File: src/rtl/ela_pkg.sv
// Shared constants, state encodings and address helper for the ELA sequencer.
package ela_pkg;

    localparam int unsigned W_DEF    = 32;
    localparam int unsigned ROWS_DEF = 16;
    localparam int unsigned AW_DEF   = 10;
    localparam int unsigned DW_DEF   = 8;

    typedef logic [2:0] state_t;

    localparam state_t IDLE   = 3'd0;
    localparam state_t LOAD   = 3'd1;
    localparam state_t RDUP   = 3'd2;
    localparam state_t INTERP = 3'd3;
    localparam state_t DONE   = 3'd4;

    // Linear address of pixel col in output row out_row, w pixels per row.
    function automatic int unsigned rc_addr(input int unsigned out_row,
                                            input int unsigned col,
                                            input int unsigned w);
        return out_row * w + col;
    endfunction

endpackage

File: src/rtl/ela_seq_ctrl_if.sv
// Pixel source, result memory and datapath signals of the ELA sequencer.
interface ela_seq_ctrl_if #(
    parameter int unsigned W  = 32,
    parameter int unsigned AW = 10,
    parameter int unsigned DW = 8
);
    localparam int unsigned CW = (W > 1) ? $clog2(W) : 1;

    logic          req;
    logic [DW-1:0] in_data;
    logic          wen;
    logic [AW-1:0] addr;
    logic [DW-1:0] data_wr;
    logic [DW-1:0] data_rd;
    logic          dp_lo_we;
    logic [DW-1:0] dp_lo_data;
    logic          dp_up_we;
    logic [DW-1:0] dp_up_data;
    logic [CW-1:0] dp_col;
    logic [DW-1:0] dp_result;

    modport master (
        output req, wen, addr, data_wr, dp_lo_we, dp_lo_data, dp_up_we, dp_up_data, dp_col,
        input  in_data, data_rd, dp_result
    );

    modport slave (
        input  req, wen, addr, data_wr, dp_lo_we, dp_lo_data, dp_up_we, dp_up_data, dp_col,
        output in_data, data_rd, dp_result
    );

endinterface

File: src/rtl/ela_addr_gen.sv
// Row/column counters, wrap detection and per-state memory address for the ELA sequencer.
module ela_addr_gen
    import ela_pkg::*;
#(
    parameter int unsigned W    = W_DEF,
    parameter int unsigned ROWS = ROWS_DEF,
    parameter int unsigned AW   = AW_DEF,
    localparam int unsigned CW  = (W > 1) ? $clog2(W) : 1,
    localparam int unsigned RW  = (ROWS > 1) ? $clog2(ROWS) : 1
) (
    input  logic          clk,
    input  logic          rst,
    input  state_t        state,
    input  logic          row_inc,
    output logic [CW-1:0] col,
    output logic          col_last,
    output logic          row_first,
    output logic          row_last,
    output logic [AW-1:0] addr
);

    logic [CW-1:0] col_q;
    logic [RW-1:0] row_q;
    logic          active;
    int unsigned   row_i;
    int unsigned   col_i;

    assign active    = (state == LOAD) || (state == RDUP) || (state == INTERP);
    assign col_last  = (col_q == CW'(W - 1));
    assign row_first = (row_q == '0);
    assign row_last  = (row_q == RW'(ROWS - 1));
    assign col       = col_q;
    assign row_i     = 32'(row_q);
    assign col_i     = 32'(col_q);

    // Column counter: runs in active states, wraps at W-1 which is also every state exit.
    always_ff @(posedge clk or negedge rst) begin
        if (!rst) begin
            col_q <= '0;
        end else if (active && !col_last) begin
            col_q <= col_q + 1'b1;
        end else begin
            col_q <= '0;
        end
    end

    // Row counter: advanced by the sequencer after a row's final write.
    always_ff @(posedge clk or negedge rst) begin
        if (!rst) begin
            row_q <= '0;
        end else if (row_inc) begin
            row_q <= row_q + 1'b1;
        end
    end

    // Address select: even row for input, previous even row for readback, odd row between.
    always_comb begin
        addr = '0;
        case (state)
            LOAD:    addr = AW'(rc_addr(2 * row_i, col_i, W));
            RDUP:    addr = AW'(rc_addr(2 * row_i - 2, col_i, W));
            INTERP:  addr = AW'(rc_addr(2 * row_i - 1, col_i, W));
            default: addr = '0;
        endcase
    end

endmodule

File: src/rtl/ela_seq_ctrl.sv
// ELA interpolation sequencer: loads input rows, reads back the previous row into the
// datapath and writes the interpolated row between them.
// Optional: define ELA_CYCLE_CNT_EN to add the cyc_cnt active-cycle counter output.
module ela_seq_ctrl
    import ela_pkg::*;
#(
    parameter int unsigned W    = W_DEF,
    parameter int unsigned ROWS = ROWS_DEF,
    parameter int unsigned AW   = AW_DEF,
    parameter int unsigned DW   = DW_DEF
) (
    input  logic clk,
    input  logic rst,
    ela_seq_ctrl_if.master bus,
    output logic done
`ifdef ELA_CYCLE_CNT_EN
    ,
    output logic [15:0] cyc_cnt
`endif
);

    localparam int unsigned CW = (W > 1) ? $clog2(W) : 1;

    state_t        state_q;
    state_t        state_d;
    logic          row_inc;
    logic [CW-1:0] col;
    logic          col_last;
    logic          row_first;
    logic          row_last;
    logic [AW-1:0] addr;
    logic [DW-1:0] wr_mux;

    ela_addr_gen #(
        .W    (W),
        .ROWS (ROWS),
        .AW   (AW)
    ) u_addr_gen (
        .clk       (clk),
        .rst       (rst),
        .state     (state_q),
        .row_inc   (row_inc),
        .col       (col),
        .col_last  (col_last),
        .row_first (row_first),
        .row_last  (row_last),
        .addr      (addr)
    );

    // State register.
    always_ff @(posedge clk or negedge rst) begin
        if (!rst) begin
            state_q <= IDLE;
        end else begin
            state_q <= state_d;
        end
    end

    // Next state and row advance; every active state lasts exactly W cycles.
    always_comb begin
        state_d = state_q;
        row_inc = 1'b0;
        case (state_q)
            IDLE: state_d = LOAD;
            LOAD: begin
                if (col_last) begin
                    if (row_first) begin
                        row_inc = 1'b1;
                        state_d = LOAD;
                    end else begin
                        state_d = RDUP;
                    end
                end
            end
            RDUP: begin
                if (col_last) begin
                    state_d = INTERP;
                end
            end
            INTERP: begin
                if (col_last) begin
                    if (row_last) begin
                        state_d = DONE;
                    end else begin
                        row_inc = 1'b1;
                        state_d = LOAD;
                    end
                end
            end
            DONE:    state_d = DONE;
            default: state_d = IDLE;
        endcase
    end

    // Moore output decode from registered state and counters.
    always_comb begin
        bus.req      = (state_q == LOAD) && (col == '0);
        bus.wen      = (state_q == LOAD) || (state_q == INTERP);
        bus.dp_lo_we = (state_q == LOAD);
        bus.dp_up_we = (state_q == RDUP);
        bus.dp_col   = col;
        bus.addr     = addr;
        done         = (state_q == DONE);
    end

    assign wr_mux         = (state_q == INTERP) ? bus.dp_result : bus.in_data;
    assign bus.data_wr    = wr_mux;
    assign bus.dp_lo_data = bus.in_data;
    assign bus.dp_up_data = bus.data_rd;

`ifdef ELA_CYCLE_CNT_EN
    logic [15:0] cyc_cnt_q;

    // Active-cycle counter; holds its value once the frame is done.
    always_ff @(posedge clk or negedge rst) begin
        if (!rst) begin
            cyc_cnt_q <= '0;
        end else if ((state_q == LOAD) || (state_q == RDUP) || (state_q == INTERP)) begin
            cyc_cnt_q <= cyc_cnt_q + 16'd1;
        end
    end

    assign cyc_cnt = cyc_cnt_q;
`endif

endmodule

File: src/flat_wrapper.sv
// flat-port wrapper written by rule: the top's interface ports become plain ports
module ela_seq_ctrl_flat import ela_pkg::*;
#(
    parameter int unsigned W    = W_DEF,
    parameter int unsigned ROWS = ROWS_DEF,
    parameter int unsigned AW   = AW_DEF,
    parameter int unsigned DW   = DW_DEF
)
  (clk, rst, done, bus_req, bus_wen, bus_addr, bus_data_wr, bus_dp_lo_we, bus_dp_lo_data, bus_dp_up_we, bus_dp_up_data, bus_dp_col, bus_in_data, bus_data_rd, bus_dp_result);
  ela_seq_ctrl_if #(.W(W), .AW(AW), .DW(DW)) bus_i ();
  input  logic clk;
  input  logic rst;
  output logic done;
  output wire logic [$bits(bus_i.req)-1:0] bus_req;
  output wire logic [$bits(bus_i.wen)-1:0] bus_wen;
  output wire logic [$bits(bus_i.addr)-1:0] bus_addr;
  output wire logic [$bits(bus_i.data_wr)-1:0] bus_data_wr;
  output wire logic [$bits(bus_i.dp_lo_we)-1:0] bus_dp_lo_we;
  output wire logic [$bits(bus_i.dp_lo_data)-1:0] bus_dp_lo_data;
  output wire logic [$bits(bus_i.dp_up_we)-1:0] bus_dp_up_we;
  output wire logic [$bits(bus_i.dp_up_data)-1:0] bus_dp_up_data;
  output wire logic [$bits(bus_i.dp_col)-1:0] bus_dp_col;
  input wire logic [$bits(bus_i.in_data)-1:0] bus_in_data;
  input wire logic [$bits(bus_i.data_rd)-1:0] bus_data_rd;
  input wire logic [$bits(bus_i.dp_result)-1:0] bus_dp_result;
  assign bus_req = bus_i.req;
  assign bus_wen = bus_i.wen;
  assign bus_addr = bus_i.addr;
  assign bus_data_wr = bus_i.data_wr;
  assign bus_dp_lo_we = bus_i.dp_lo_we;
  assign bus_dp_lo_data = bus_i.dp_lo_data;
  assign bus_dp_up_we = bus_i.dp_up_we;
  assign bus_dp_up_data = bus_i.dp_up_data;
  assign bus_dp_col = bus_i.dp_col;
  assign bus_i.in_data = bus_in_data;
  assign bus_i.data_rd = bus_data_rd;
  assign bus_i.dp_result = bus_dp_result;
  ela_seq_ctrl #(.W(W), .ROWS(ROWS), .AW(AW), .DW(DW)) u_core (.clk(clk), .rst(rst), .bus(bus_i), .done(done));
endmodule
File: config.mk
export PLATFORM = sky130hd
export DESIGN_NAME = ela_seq_ctrl_flat
export DESIGN_NICKNAME = d
export VERILOG_FILES = /design/src/rtl/ela_pkg.sv /design/src/rtl/ela_seq_ctrl_if.sv /design/src/rtl/ela_addr_gen.sv /design/src/rtl/ela_seq_ctrl.sv /design/src/flat_wrapper.sv
export SDC_FILE = /design/constraint.sdc
export NUM_CORES = 1
export LEC_CHECK = 0
export ABC_AREA = 1
export BUFFER_PORTS_ARGS = -buffer_cell sky130_fd_sc_hd__buf_2
export CORE_AREA = 2 2 58 60
export DETAILED_ROUTE_END_ITERATION = 10
export DIE_AREA = 0 0 60 62
export PLACE_DENSITY = 0.7
export SYNTH_ARGS = -nofsm -noshare
export SYNTH_HDL_FRONTEND = slang
export SYNTH_SLANG_ARGS = --single-unit
File: constraint.sdc
create_clock -name clk -period 1.4 [get_ports clk]
set_input_delay 0 -clock clk [delete_from_list [all_inputs] [get_ports clk]]
set_output_delay 0 -clock clk [all_outputs]
set_load 0.1 [all_outputs]
# After elaboration in Yosys (flattened, before gate mapping)
# Index checks and enable logic that the tools add are counted.
[totals] regBits=12 latchBits=0 ramBits=0 mem_bits_ro=0 inputBits=26 output_inout_bits=44 elab_cells=43 mem_count=0
[op_classes] n_addsub=7 mul=0 div=0 order_cmp=0 n_eq_ne=9 shift=0 n_mux=14 n_bitwise=0 n_reduce_logical=10
[op_table] cell="$pmux 10 s3" count=1
[op_table] cell="$add 10x6->10" count=2
[op_table] cell="$pmux 3 s5" count=1
[op_table] cell="$mux 3" count=4
[op_table] cell="$add 10x5->10" count=1
[op_table] cell="$mux 8" count=1
[op_table] cell="$eq 3x2->1 const B" count=2
[op_table] cell="$add 5x1->5 const B" count=1
[op_table] cell="$eq 5x5->1 const B" count=1
[op_table] cell="$logic_not 5->1" count=1
[op_table] cell="$mux 5" count=1
[op_table] cell="$sub 5x1->5 const B" count=1
[op_table] cell="$sub 5x2->5 const B" count=1
[op_table] cell="$add 4x1->4 const B" count=1
[op_table] cell="$eq 4x4->1 const B" count=1
[op_table] cell="$logic_not 4->1" count=1
[op_table] cell="$mux 1" count=4
[op_table] cell="$ne 2x1->1 const B" count=2
[op_table] cell="$eq 3x1->1 const B" count=1
[op_table] cell="$eq 3x3->1 const B" count=1
[op_table] cell="$logic_not 3->1" count=1
[op_table] cell="$logic_or 1x1->1" count=3
[op_table] cell="$reduce_and 3->1" count=1
[op_table] cell="$logic_and 1x1->1" count=2
[op_table] cell="other kinds (4)" count=4

# Longest topological paths before layout
# Gate-level depths: netlist (run 1).
[logic_depth] ltp_word=5 ltp_mapped=9 mapped_depth_nobuf=9

# Hierarchy
# A second synthesis (run 1) with hierarchy kept.
[hier_totals] hier_cells=161 hier_area_um2=1057.3
[by_module_without_submodules] mod="ela_addr_gen" instances=1 cells_each=76 area_each_um2=585.6 seq_area_each_um2=225.2
[by_module_without_submodules] mod="ela_seq_ctrl" instances=1 cells_each=85 area_each_um2=471.7 seq_area_each_um2=75.1

# Worst setup path after synthesis (run 1)
# OpenSTA, ideal clock, no wires.
[synth_timing] kind="register to output" start="register u_core.state_q[0]" end="output bus_req" arrival_ps=3608 t_required_ps=1400 path_slack_ps=-2208 path_stages_with_launch=5 n_path_buf=0 cell_sequence="dfrtp_1 > inv_2 > nor2_2 > nand2_1 > nor3_1"
[synth_via] elab_chain_cells=2
[synth_lines] item="from (decl)" line="ela_seq_ctrl.sv:24" rtl="state_t state_q;"
[synth_lines] item="from (signal assigned)" line="ela_seq_ctrl.sv:55" rtl="state_q <= state_d;"
[synth_lines] item="$eq 3x1->1" line="ela_seq_ctrl.sv:97" rtl="bus.req = (state_q == LOAD) && (col == '0);"
[synth_lines] item="$logic_and 1x1->1" line="ela_seq_ctrl.sv:97"
[synth_lines] item="to (decl)" line="flat_wrapper.sv:14" rtl="output wire logic [$bits(bus_i.req)-1:0] bus_req;"
# Every way passes these cells.

# Worst setup path in the final report (run 1)
[layout_timing] start="register u_core.u_addr_gen.col_q[0], in the netlist u_core.u_addr_gen.col[0]" end="register u_core.u_addr_gen.row_q[2]"
[layout_via] elab_chain_cells=3 word_cells_on_any_way=4 classes_between="1 x eq/ne; 3 x mux"
[layout_lines] item="from (decl)" line="ela_addr_gen.sv:22" rtl="logic [CW-1:0] col_q;"
[layout_lines] item="from (signal assigned)" line="ela_addr_gen.sv:41" rtl="col_q <= col_q + 1'b1;"
[layout_lines] item="$eq 5x5->1 (*)" line="ela_addr_gen.sv:29" rtl="assign col_last = (col_q == CW'(W - 1));"
[layout_lines] item="$mux 1 (on tied branches)" line="ela_seq_ctrl.sv:81, ela_seq_ctrl.sv:66"
[layout_lines] item="$pmux 1 s2 (*)" line="ela_seq_ctrl.sv:63" rtl="case (state_q)"
[layout_lines] item="to (signal assigned)" line="ela_addr_gen.sv:52" rtl="row_q <= row_q + 1'b1;"
[layout_lines] item="to (decl)" line="ela_addr_gen.sv:23" rtl="logic [RW-1:0] row_q;"
# Mark *: on every way between the ends. The rest lies on a longest branch, timed or not.
# A chain may end at the register's enable or synchronous reset.

==> results of run 1 <==
## power by group
| part | switching (mW) | leakage, nW | internal, mW |
|---|---|---|---|
| clock network | 0.123 | 0.0150 | 0.110 |
| registers | 0 | 0.140 | 0.346 |
| logic | 0.221 | 0.957 | 0.0839 |
## cell type report
type,instances,area (um^2),area share
Clock buffer,4,26.3,0.0112
Timing Repair Buffer,93,963,0.409
Sequential cell,12,318,0.135
Inverter,18,82.6,0.0351
Tap cell,46,57.6,0.0244
Multi-Input combinational cell,110,907,0.385
## logic make-up (layout without fill, tap and decap cells)
kind of cell,Yosys count,after routing
XOR/XNOR,3,3
buffers and inverters,36,115
adder cells (fa/ha/maj),5,5
AND/OR/NAND/NOR,97,97
AO/OA/AOI/OAI,5,5
flip-flops,12,12
## synth_stat cells, drive strengths merged
cell type and number:
nand2 60, nor2 20, buf 18, inv 18, dfrtp 12, nand3 10
ha 5, nand4 5, xor2 3, o21ai 2, o22ai 2, a21boi 1
nor3 1, nor3b 1
## sequential cells by signal, indices dropped and copies added (netlist names)
signal and cells:
u_core.u_addr_gen.row_q 4, u_core.state_q 3, u_core.u_addr_gen.col 5
## through the flow
stage | hold WS, ps | setup slack (ps) | instance area (um^2) | cells | TNS (ps)
2_1_floorplan | -296 | -595 | 1260 | 158 | -3290
3_3_place_gp | -108 | 20.1 | 1870 | 249 | 0
3_5_place_dp | -104 | -52.8 | 1870 | 249 | -219
4_1_cts | 0.739 | -155 | 2170 | 274 | -1570
5_1_grt | 0.143 | -250 | 2350 | 283 | -4680
6_report | 0.0439 | -185 | 2350 | 283 | -3030
## worst max-delay path, delay by kind of cell, from the launching register on
family | cells | cell delay (ps)
simple gates | 5 | 530
buf+inv | 3 | 280
fa+ha+maj | 2 | 280
flops | 1 | 430
## final timing paths
path	startpoint	end	slack (ps)	cells after the start
min in group asynchronous	rst	u_core.u_addr_gen.col[3]	130	2
hold / removal	bus_data_rd[0]	bus_dp_up_data[0]	0.04	0
hold reg to reg	u_core.u_addr_gen.row_q[3]	u_core.u_addr_gen.row_q[3]	570	2
max in group asynchronous	rst	u_core.u_addr_gen.col[1]	1030	2
setup / recovery	u_core.u_addr_gen.col[0]	u_core.u_addr_gen.row_q[2]	-180	10
setup reg to reg	u_core.u_addr_gen.col[0]	u_core.u_addr_gen.row_q[2]	-180	10
## timing repair
action | 4_1_cts | 5_1_grt
setup buffers | 19 | 9
resized for setup | 34 | 29
cloned | 1 | 0
hold buffers | 1 | 0
endpoints found under the hold margin | 12 | 0
setup endpoints to repair | 27 | 34
pin swaps | 12 | 17
## metal layers
metal | GRT usage | vias up
met5 | 0 | -
met4 | 0.0571 | 0
met3 | 0.0228 | 16
met2 | 0.366 | 54
met1 | 0.217 | 626
li1 | - | 636
==> impl_results.md, run 1 <==
- Max-cap violations: 0
- Core Util, Final: 0.741
- Synthesis-to-finish area growth: 125%
- CP Max Fanout: 5
- Share of cells above drive strength 1: 0.734
- Syn Area/Cell: 6.63 um^2
- CTS H-tree depth: 1
- Drt initial violations: 18
- Total CTS buffers: 3
- PortBufs: 53
- PwrDens: 375 nW/um^2
- Vias/cell: 4.71
- Cell accounting for the most synthesized area: dfrtp_1
- Synthesized cell area: 1050 um^2
- Vias in the first global route: 1216
- Routed WL per cell: 14.3 um
- All-Layer GR Usage: 0.189
- Fraction of the mapped netlist area in adder cells: 0.0597
- Fmax: 631 MHz
- CTS tree: built
- Slew Viols, Final: 0
- Final Net Count: 269
- Core area: 3180 um^2
- Leakage Power: 1.11 nW
- Yosys reg bits: 12
- Failing checks: setup timing
- Worst skew pair latency: 270 ps
- Die X: 60 um
- Crit path largest cell delay: 430 ps
- Syn nets: 189
- XOR/XNOR share of the synthesized area: 0.0251
- ANT cells: 0
- Mux cell area share after synthesis: 0
- Post-synthesis compound-gate area fraction: 0.0287
- Post-synth cell types: 20
- Rel. slew slack: 0.671
- Fillers: 201
- Outcome: finished with violations
- Setup-failing EPs final: 32
- Antenna-violating nets left: 0
- Post-synthesis simple-gate area fraction: 0.405
- Initial Utilization: 0.329
- Sequential area share after synthesis: 0.287
- Number of hold violations in the final report: 0
- Fin worst setup slack: -185 ps
- Commonest non-fill, non-tap cells in the layout: nand2_1, buf_2, buf_4
- HPWL after DPL: 2.26 mm
- Met2 routed WL: 2.20 mm
- Overall Power: 0.884 mW
- CTS clk-pin slew, worst paths: 80 ps
- Io pins: 70
- Main combinational cell family by area after synthesis: simple AND/OR/NAND/NOR gates
- Initial antenna violation count: 0
- WS Path Type: reg -> reg
- CP cell instances: buf_6, ha_4, nand2_4, nor2_4, ha_4, inv_4, nor2_4, buf_4, nand4_1, nand2_1
- Largest net degree at the start of global routing: 13
- Vias: 1332
- Crit path DAT: 1800 ps
- Final period utilization: 1.13
- Die ar.: 3720 um^2
- First-pass GRT wire length: 5.29 mm
- IR drop worst, VDD: 474 uV
- Num Clock Sinks: 12
- DRT Wirelength: 4.05 mm
- Syn Inst Count: 158
- Post-layout min period: 1580 ps
- Top cell type's share of synthesized area: 0.287
- Most area-consuming cells after synthesis: dfrtp_1, nand2_1, buf_4
- Wire length on met1: 1.53 mm
- Pre-antenna DRT Iters: 4
- DRC viols: 0
- GP Congestion: 0.860
- Crit. End Element: flop
- RSZ-0062 raised after global routing: yes
- Chip height: 62 um
- Slowest-stage cell, CP: dfrtp_4
- Synth warn: 0
- Hold Path Class: in -> out
- Startpoint Class: flop
- Clk_skew: 2.89 ps
- Least-Margin Pin Slew: 498 ps
- Critical Path RT: 1610 ps
- Grt total ovfl: 0
- Root buffer cell: clkbuf_4
- Rows: 21
- Clk buf depth: 2
- Detail Route met3 WL: 206 um
- Max layer used: met4
Note: power is estimated with default switching activity, not from simulation.
==> run 2: changes to the inputs <==
--- a/config.mk
+++ b/config.mk
@@ -5,12 +5,13 @@
 export SDC_FILE = /design/constraint.sdc
 export NUM_CORES = 1
 export LEC_CHECK = 0
-export ABC_AREA = 1
+export ABC_CLOCK_PERIOD_IN_PS = 1400
 export BUFFER_PORTS_ARGS = -buffer_cell sky130_fd_sc_hd__buf_2
 export CORE_AREA = 2 2 58 60
+export CTS_CLUSTER_DIAMETER = 40
 export DETAILED_ROUTE_END_ITERATION = 10
 export DIE_AREA = 0 0 60 62
-export PLACE_DENSITY = 0.7
+export PLACE_DENSITY = 0.69
 export SYNTH_ARGS = -nofsm -noshare
 export SYNTH_HDL_FRONTEND = slang
 export SYNTH_SLANG_ARGS = --single-unit
==> impl_results.md, run 2 <==
- ANT cells: 0 (unchanged)
- CP cell instances: and2b_4, buf_6, nor2b_4, and4b_4, buf_12 (was buf_6, ha_4, nand2_4, nor2_4, ha_4, inv_4, nor2_4, buf_4, nand4_1, nand2_1)
- CP Max Fanout: 4 (was 5)
- IR drop worst, VDD: 385 uV (was 474 uV)
- CTS tree: built (unchanged)
- Post-synth cell types: 34 (was 20)
- Synthesis-to-finish area growth: 130% (was 125%)
- Core Util, Final: 0.745 (was 0.741)
- Fin worst setup slack: -262 ps (was -185 ps)
- Startpoint Class: flop (unchanged)
- Io pins: 70 (unchanged)
- Async set-reset flop share out of synthesis: 1.00 (unchanged)
- HPWL after DPL: 2.40 mm (was 2.26 mm)
- DRT Wirelength: 3.70 mm (was 4.05 mm)
- Vias/cell: 4.74 (was 4.71)
- Share of cells above drive strength 1: 0.871 (was 0.734)
- Crit. End Element: output port (was flop)
- Number of hold violations in the final report: 0 (unchanged)
- Final hold slack: 0.832 ps (was 0.0439 ps)
- Vias: 1137 (was 1332)
- Cell accounting for the most synthesized area: dfrtp_1 (unchanged)
- PortBufs: 53 (unchanged)
- Setup slack, reg-to-reg: -260 ps (was -180 ps)
- First-pass GRT wire length: 5.11 mm (was 5.29 mm)
- Num Clock Sinks: 12 (unchanged)
- Most area-consuming cells after synthesis: dfrtp_1, buf_4, mux2_2 (was dfrtp_1, nand2_1, buf_4)
- Hold Path Class: in -> out (unchanged)
- Routed WL per cell: 15.4 um (was 14.3 um)
- Chip height: 62 um (unchanged)
- Rel. slew slack: 0.677 (was 0.671)
- Placed Instances: 214 (was 249)
- Most common cell in the synthesized netlist: buf_4 (was nand2_1)
- Pre-antenna DRT Iters: 4 (unchanged)
- Synthesized cell area: 1030 um^2 (was 1050 um^2)
- Total CTS buffers: 3 (unchanged)
- Slew Viols, Final: 0 (unchanged)
- Initial antenna violation count: 0 (unchanged)
- Commonest non-fill, non-tap cell in the layout: buf_2
- Clk_skew: 5.65 ps (was 2.89 ps)
- Outcome: finished with violations (unchanged)
- WS Path Type: reg -> out (was reg -> reg)
- Synth warn: 0 (unchanged)
- Slowest-stage cell, CP: dfrtp_1 (was dfrtp_4)
- Syn Inst Count: 113 (was 158)
- Fillers: 190 (was 201)
- Worst skew pair latency: 270 ps (about the same)
- Leakage Power: 1.05 nW (was 1.11 nW)
- GP Congestion: 0.798 (was 0.860)
- Die ar.: 3720 um^2 (unchanged)
- Largest net degree at the start of global routing: 13 (unchanged)
- Antenna-violating nets left: 0 (unchanged)
- Post-layout min period: 1660 ps (was 1580 ps)
- RSZ-0062 raised after global routing: yes (unchanged)
- Grt total ovfl: 0 (unchanged)
- Root buffer cell: clkbuf_4 (unchanged)
- Final period utilization: 1.19 (was 1.13)
- Crit path DAT: 1660 ps (was 1800 ps)
- Final Net Count: 226 (was 269)
- PwrDens: 367 nW/um^2 (was 375 nW/um^2)
- CTS H-tree depth: 1 (unchanged)
- Final instance count without filler cells: 240 (was 283)
- Vias in the first global route: 1148 (was 1216)
- Failing checks: setup timing (unchanged)
- Dominant synthesized flop cell: dfrtp_1 (unchanged)
- EDFF count, synth: 0 (unchanged)
- Fmax: 602 MHz (was 631 MHz)
- Least-Margin Pin Slew: 488 ps (was 498 ps)
- Post-synth top cells: buf_4, dfrtp_1, nor2_1, mux2_2 (was nand2_1, nor2_1, buf_4, inv_1, dfrtp_1)
- Clk buf depth: 2 (unchanged)
- Syn Area/Cell: 9.09 um^2 (was 6.63 um^2)
- Setup-failing EPs final: 34 (was 32)
- Yosys reg bits: 12 (unchanged)
- Sequential area share after synthesis: 0.292 (was 0.287)
- DRC viols: 0 (unchanged)
- Syn nets: 144 (was 189)
- Max-cap violations: 0 (unchanged)
- Rows: 21 (unchanged)
- Critical Path RT: 1400 ps (was 1610 ps)
- Sum of negative setup slack: -4800 ps (was -3030 ps)
- CTS clk-pin slew, worst paths: 80 ps (about the same)
- Top cell type's share of synthesized area: 0.292 (was 0.287)
- Drt initial violations: 31 (was 18)
- Core area: 3180 um^2 (unchanged)
- Die X: 60 um (unchanged)
- Crit path largest cell delay: 430 ps (about the same)
- Max reg flops: 5 (unchanged)
- All-Layer GR Usage: 0.185 (was 0.189)
- Initial Utilization: 0.323 (was 0.329)
- Commonest non-fill, non-tap cells in the layout: buf_2, buf_12, buf_4 (was nand2_1, buf_2, buf_4)
## run 2: final cells by class
type                            instances  area, um^2  share of cell area
Clock buffer                            4        26.3              0.0111
Multi-Input combinational cell         74         870               0.367
Timing Repair Buffer                   98        1070               0.451
Inverter                                6        31.3              0.0132
Tap cell                               46        57.6              0.0243
Sequential cell                        12         315               0.133
## run 2: timing repair
item	CTS	global route
pin swaps	19	16
resized for setup	39	27
cloned	1	0
setup buffers	11	10
setup endpoints to repair	33	34
endpoints found under the hold margin	12	0
hold buffers	1	0
## run 2: worst paths after layout
check                                         start                    endpoint  depth (start not counted)
max                               u_core.state_q[2]                     bus_req                          5
min                                  bus_data_rd[1]           bus_dp_up_data[1]                          0
max reg2reg                u_core.u_addr_gen.col[1]  u_core.u_addr_gen.row_q[1]                          6
min reg2reg                u_core.u_addr_gen.col[0]    u_core.u_addr_gen.col[0]                          2
max in group asynchronous                       rst    u_core.u_addr_gen.col[1]                          2
min in group asynchronous                       rst           u_core.state_q[2]                          2
## run 2: metal layers
layer / track usage / wire length, um
met1: 0.204 / 1390
met2: 0.354 / 2090
met3: 0.0248 / 196
met4: 0.0794 / 14
met5: 0 / 0
## run 2: report_power, final
group,switching [mW],internal [mW]
Sequential,0,0.346
Combinational,0.212,0.0824
Clock,0.117,0.110
## run 2: per-stage QoR
step / worst slack [ps] / power, mW / cell area [um^2]
3_3_place_gp: -226 / 0.643 / 1880
2_1_floorplan: -651 / 0.671 / 1190
3_5_place_dp: -252 / 0.645 / 1880
5_1_grt: -321 / 0.895 / 2370
6_report: -262 / 0.868 / 2370
4_1_cts: -222 / 0.880 / 2170
## run 2: cells by family after synthesis
logic type,after synthesis,synth area share
AND/OR/NAND/NOR,42,0.247
buffers and inverters,27,0.161
flip-flops,12,0.292
multiplexers,11,0.125
AO/OA/AOI/OAI,10,0.0621
XOR/XNOR,6,0.0512
adder cells (fa/ha/maj),5,0.0609
## run 2: critical path, delay by kind of cell (launching register included)
kind          cells  cell delay, ps
buf+inv           2             260
flops             1             430
simple gates      3             690
==> run 3: changes to the inputs <==
==> constraint.sdc (replaced) <==
create_clock -name clk -period 1.4 [get_ports clk]
set_input_delay 0 -clock clk [delete_from_list [all_inputs] [get_ports clk]]
set_output_delay 0 -clock clk [all_outputs]
set_load 0.05 [all_outputs]
==> impl_results.md, run 3 (same netlist as run 2, synthesis figures left out) <==
- Share of cells above drive strength 1: 0.773 (was 0.871)
- Comb power frac: 0.225 (was 0.340)
- Failing checks: setup timing (unchanged)
- Slew Viols, Final: 0 (unchanged)
- Sum of negative setup slack: -2310 ps (was -4800 ps)
- Crit. End Element: output port (unchanged)
- Fillers: 254 (was 190)
- Critical Path RT: 1400 ps (about the same)
- Fmax: 608 MHz (was 602 MHz)
- Clock power frac: 0.343 (was 0.262)
- All-Layer GR Usage: 0.164 (was 0.185)
- Vias in the first global route: 1051 (was 1148)
- Grt total ovfl: 0 (unchanged)
- RSZ-0062 raised after global routing: yes (unchanged)
- HP Start: bus_data_rd[6] (was bus_data_rd[1])
- ANT cells: 0 (unchanged)
- Io pins: 70 (unchanged)
- Int Power: 0.568 mW (was 0.539 mW)
- CTS tree: built (unchanged)
- Startpoint Class: flop (unchanged)
- DRC viols: 0 (unchanged)
- Vias: 1065 (was 1137)
- Fin worst setup slack: -246 ps (was -262 ps)
- RR Endpoint: u_core.u_addr_gen.row_q[1] (unchanged)
- Setup slack, reg-to-reg: -230 ps (was -260 ps)
- CP Max Fanout: 3 (was 4)
- Max-cap violations: 0 (unchanged)
- HPWL after DPL: 2.11 mm (was 2.40 mm)
- IR drop worst, VDD: 233 uV (was 385 uV)
- Rows: 21 (unchanged)
- Rel. slew slack: 0.771 (was 0.677)
- Sw frac: 0.291 (was 0.379)
- Final hold slack: 0.0193 ps (was 0.832 ps)
- Total CTS buffers: 3 (unchanged)
- CTS clk-pin slew, worst paths: 70 ps (was 80 ps)
- Synthesis-to-finish area growth: 89.0% (was 130%)
- Vias/cell: 4.61 (was 4.74)
- Max reg flops: 5 (unchanged)
- Least-Margin Pin Slew: 343 ps (was 488 ps)
- Largest net degree at the start of global routing: 13 (unchanged)
- Pre-antenna DRT Iters: 4 (unchanged)
- Hold Crit Depth: 0 (unchanged)
- Post-layout min period: 1650 ps (was 1660 ps)
- Initial antenna violation count: 0 (unchanged)
- Placed Instances: 215 (was 214)
- Psw: 0.233 mW (was 0.329 mW)
- Initial Utilization: 0.323 (unchanged)
- WS Path Type: reg -> out (unchanged)
- Number of hold violations in the final report: 0 (unchanged)
- First-pass GRT wire length: 4.58 mm (was 5.11 mm)
- CTS H-tree depth: 1 (unchanged)
- Setup-failing EPs final: 21 (was 34)
- Root buffer cell: clkbuf_4 (unchanged)
- Num Clock Sinks: 12 (unchanged)
- Final Net Count: 217 (was 226)
- Hold Path Class: in -> out (unchanged)
- Chip height: 62 um (unchanged)
- Commonest non-fill, non-tap cell in the layout: buf_2 (unchanged)
- Leakage Power: 0.951 nW (was 1.05 nW)
- Die X: 60 um (unchanged)
- Worst Hold End: bus_dp_up_data[6] (was bus_dp_up_data[1])
- Final instance count without filler cells: 231 (was 240)
- PwrDens: 412 nW/um^2 (was 367 nW/um^2)
- Worst Reg-to-Reg Cells: 6 (unchanged)
- GP Congestion: 0.833 (was 0.798)
- Die ar.: 3720 um^2 (unchanged)
- DRT Wirelength: 3.00 mm (was 3.70 mm)
- Routed WL per cell: 13.0 um (was 15.4 um)
- Sequential share of power: 0.433 (was 0.399)
- Core area: 3180 um^2 (unchanged)
- Clk_skew: 5.42 ps (was 5.65 ps)
- RR Startpoint: u_core.u_addr_gen.row_q[1] (was u_core.u_addr_gen.col[1])
- Final period utilization: 1.18 (was 1.19)
- PortBufs: 53 (unchanged)
- Drt initial violations: 37 (was 31)
- Outcome: finished with violations (unchanged)
- Worst skew pair latency: 270 ps (about the same)
- Commonest non-fill, non-tap cells in the layout: buf_2, buf_6, buf_4 (was buf_2, buf_12, buf_4)
- Antenna-violating nets left: 0 (unchanged)
- Clk buf depth: 2 (unchanged)
- Crit path DAT: 1650 ps (was 1660 ps)
- Overall Power: 0.800 mW (was 0.868 mW)
run 3: changes by cell type in the layout (fill, tap and decap cells not counted), sizes merged:
cell / before / now
clkinvlp: 1 / 0
buf: 97 / 88
inv: 5 / 6
run 3: worst max-delay path: stages (launching register included):
cell	delay [ps]
dfrtp_1	390
buf_4	140
buf_4	140
nor3_4	110
xor2_1	210
a22oi_2	130
nor2_4	110
buf_8	150
run 3: layout make-up:
type	count	area (um^2)	area share
repair buffers	89	768	0.396
multi-input cells	74	749	0.386
flip-flops and latches	12	308	0.159
well taps	46	57.6	0.0296
clock buffers	4	36.3	0.0187
inverters	6	22.5	0.0116
run 3: layer usage:
metal / GRT usage / vias up / part of all wire
li1: - / 513 / -
met1: 0.190 / 495 / 0.39
met2: 0.304 / 55 / 0.52
met3: 0.0435 / 2 / 0.086
met4: 0.0381 / 0 / 0.0013
met5: 0 / - / 0
run 3: what timing repair did:
item / CTS / global route
hold endpoints to repair: 12 / 0
gates cloned: 1 / 0
pin swaps: 14 / 8
resized for setup: 74 / 22
setup buffers: 5 / 9
hold buffers: 1 / 0
setup endpoints to repair: 32 / 31
run 3: power by group through the flow:
stage                     clock network [mW]  registers [mW]  logic (mW)
after detailed placement                   0           0.353       0.153
after global routing                   0.300           0.346       0.187
after global placement                     0           0.353       0.151
after CTS                              0.283           0.346       0.173
after floorplan                            0           0.353       0.179
final                                  0.274           0.346       0.180
run 3: metrics by stage:
step / worst slack [ps] / util / area, um^2
floorplan: -391 / - / 1110
finish: -246 / 0.611 / 1940
global route: -339 / 0.611 / 1940
global placement: -155 / 0.461 / 1470
CTS: -251 / 0.579 / 1840
detailed placement: -182 / 0.461 / 1470
run 3: how the worst max path moves through the flow:
stage / from / to / slack, ps
final: u_core.u_addr_gen.row_q[0] / bus_addr[9] / -250
after detailed placement: u_core.u_addr_gen.col[1] / u_core.u_addr_gen.row_q[1] / -180
after global routing: u_core.u_addr_gen.row_q[0] / bus_addr[9] / -340
after CTS: u_core.u_addr_gen.row_q[0] / bus_addr[9] / -250
after floorplan: u_core.state_q[2] / bus_req / -390
after global placement: u_core.u_addr_gen.col[1] / u_core.u_addr_gen.row_q[1] / -160
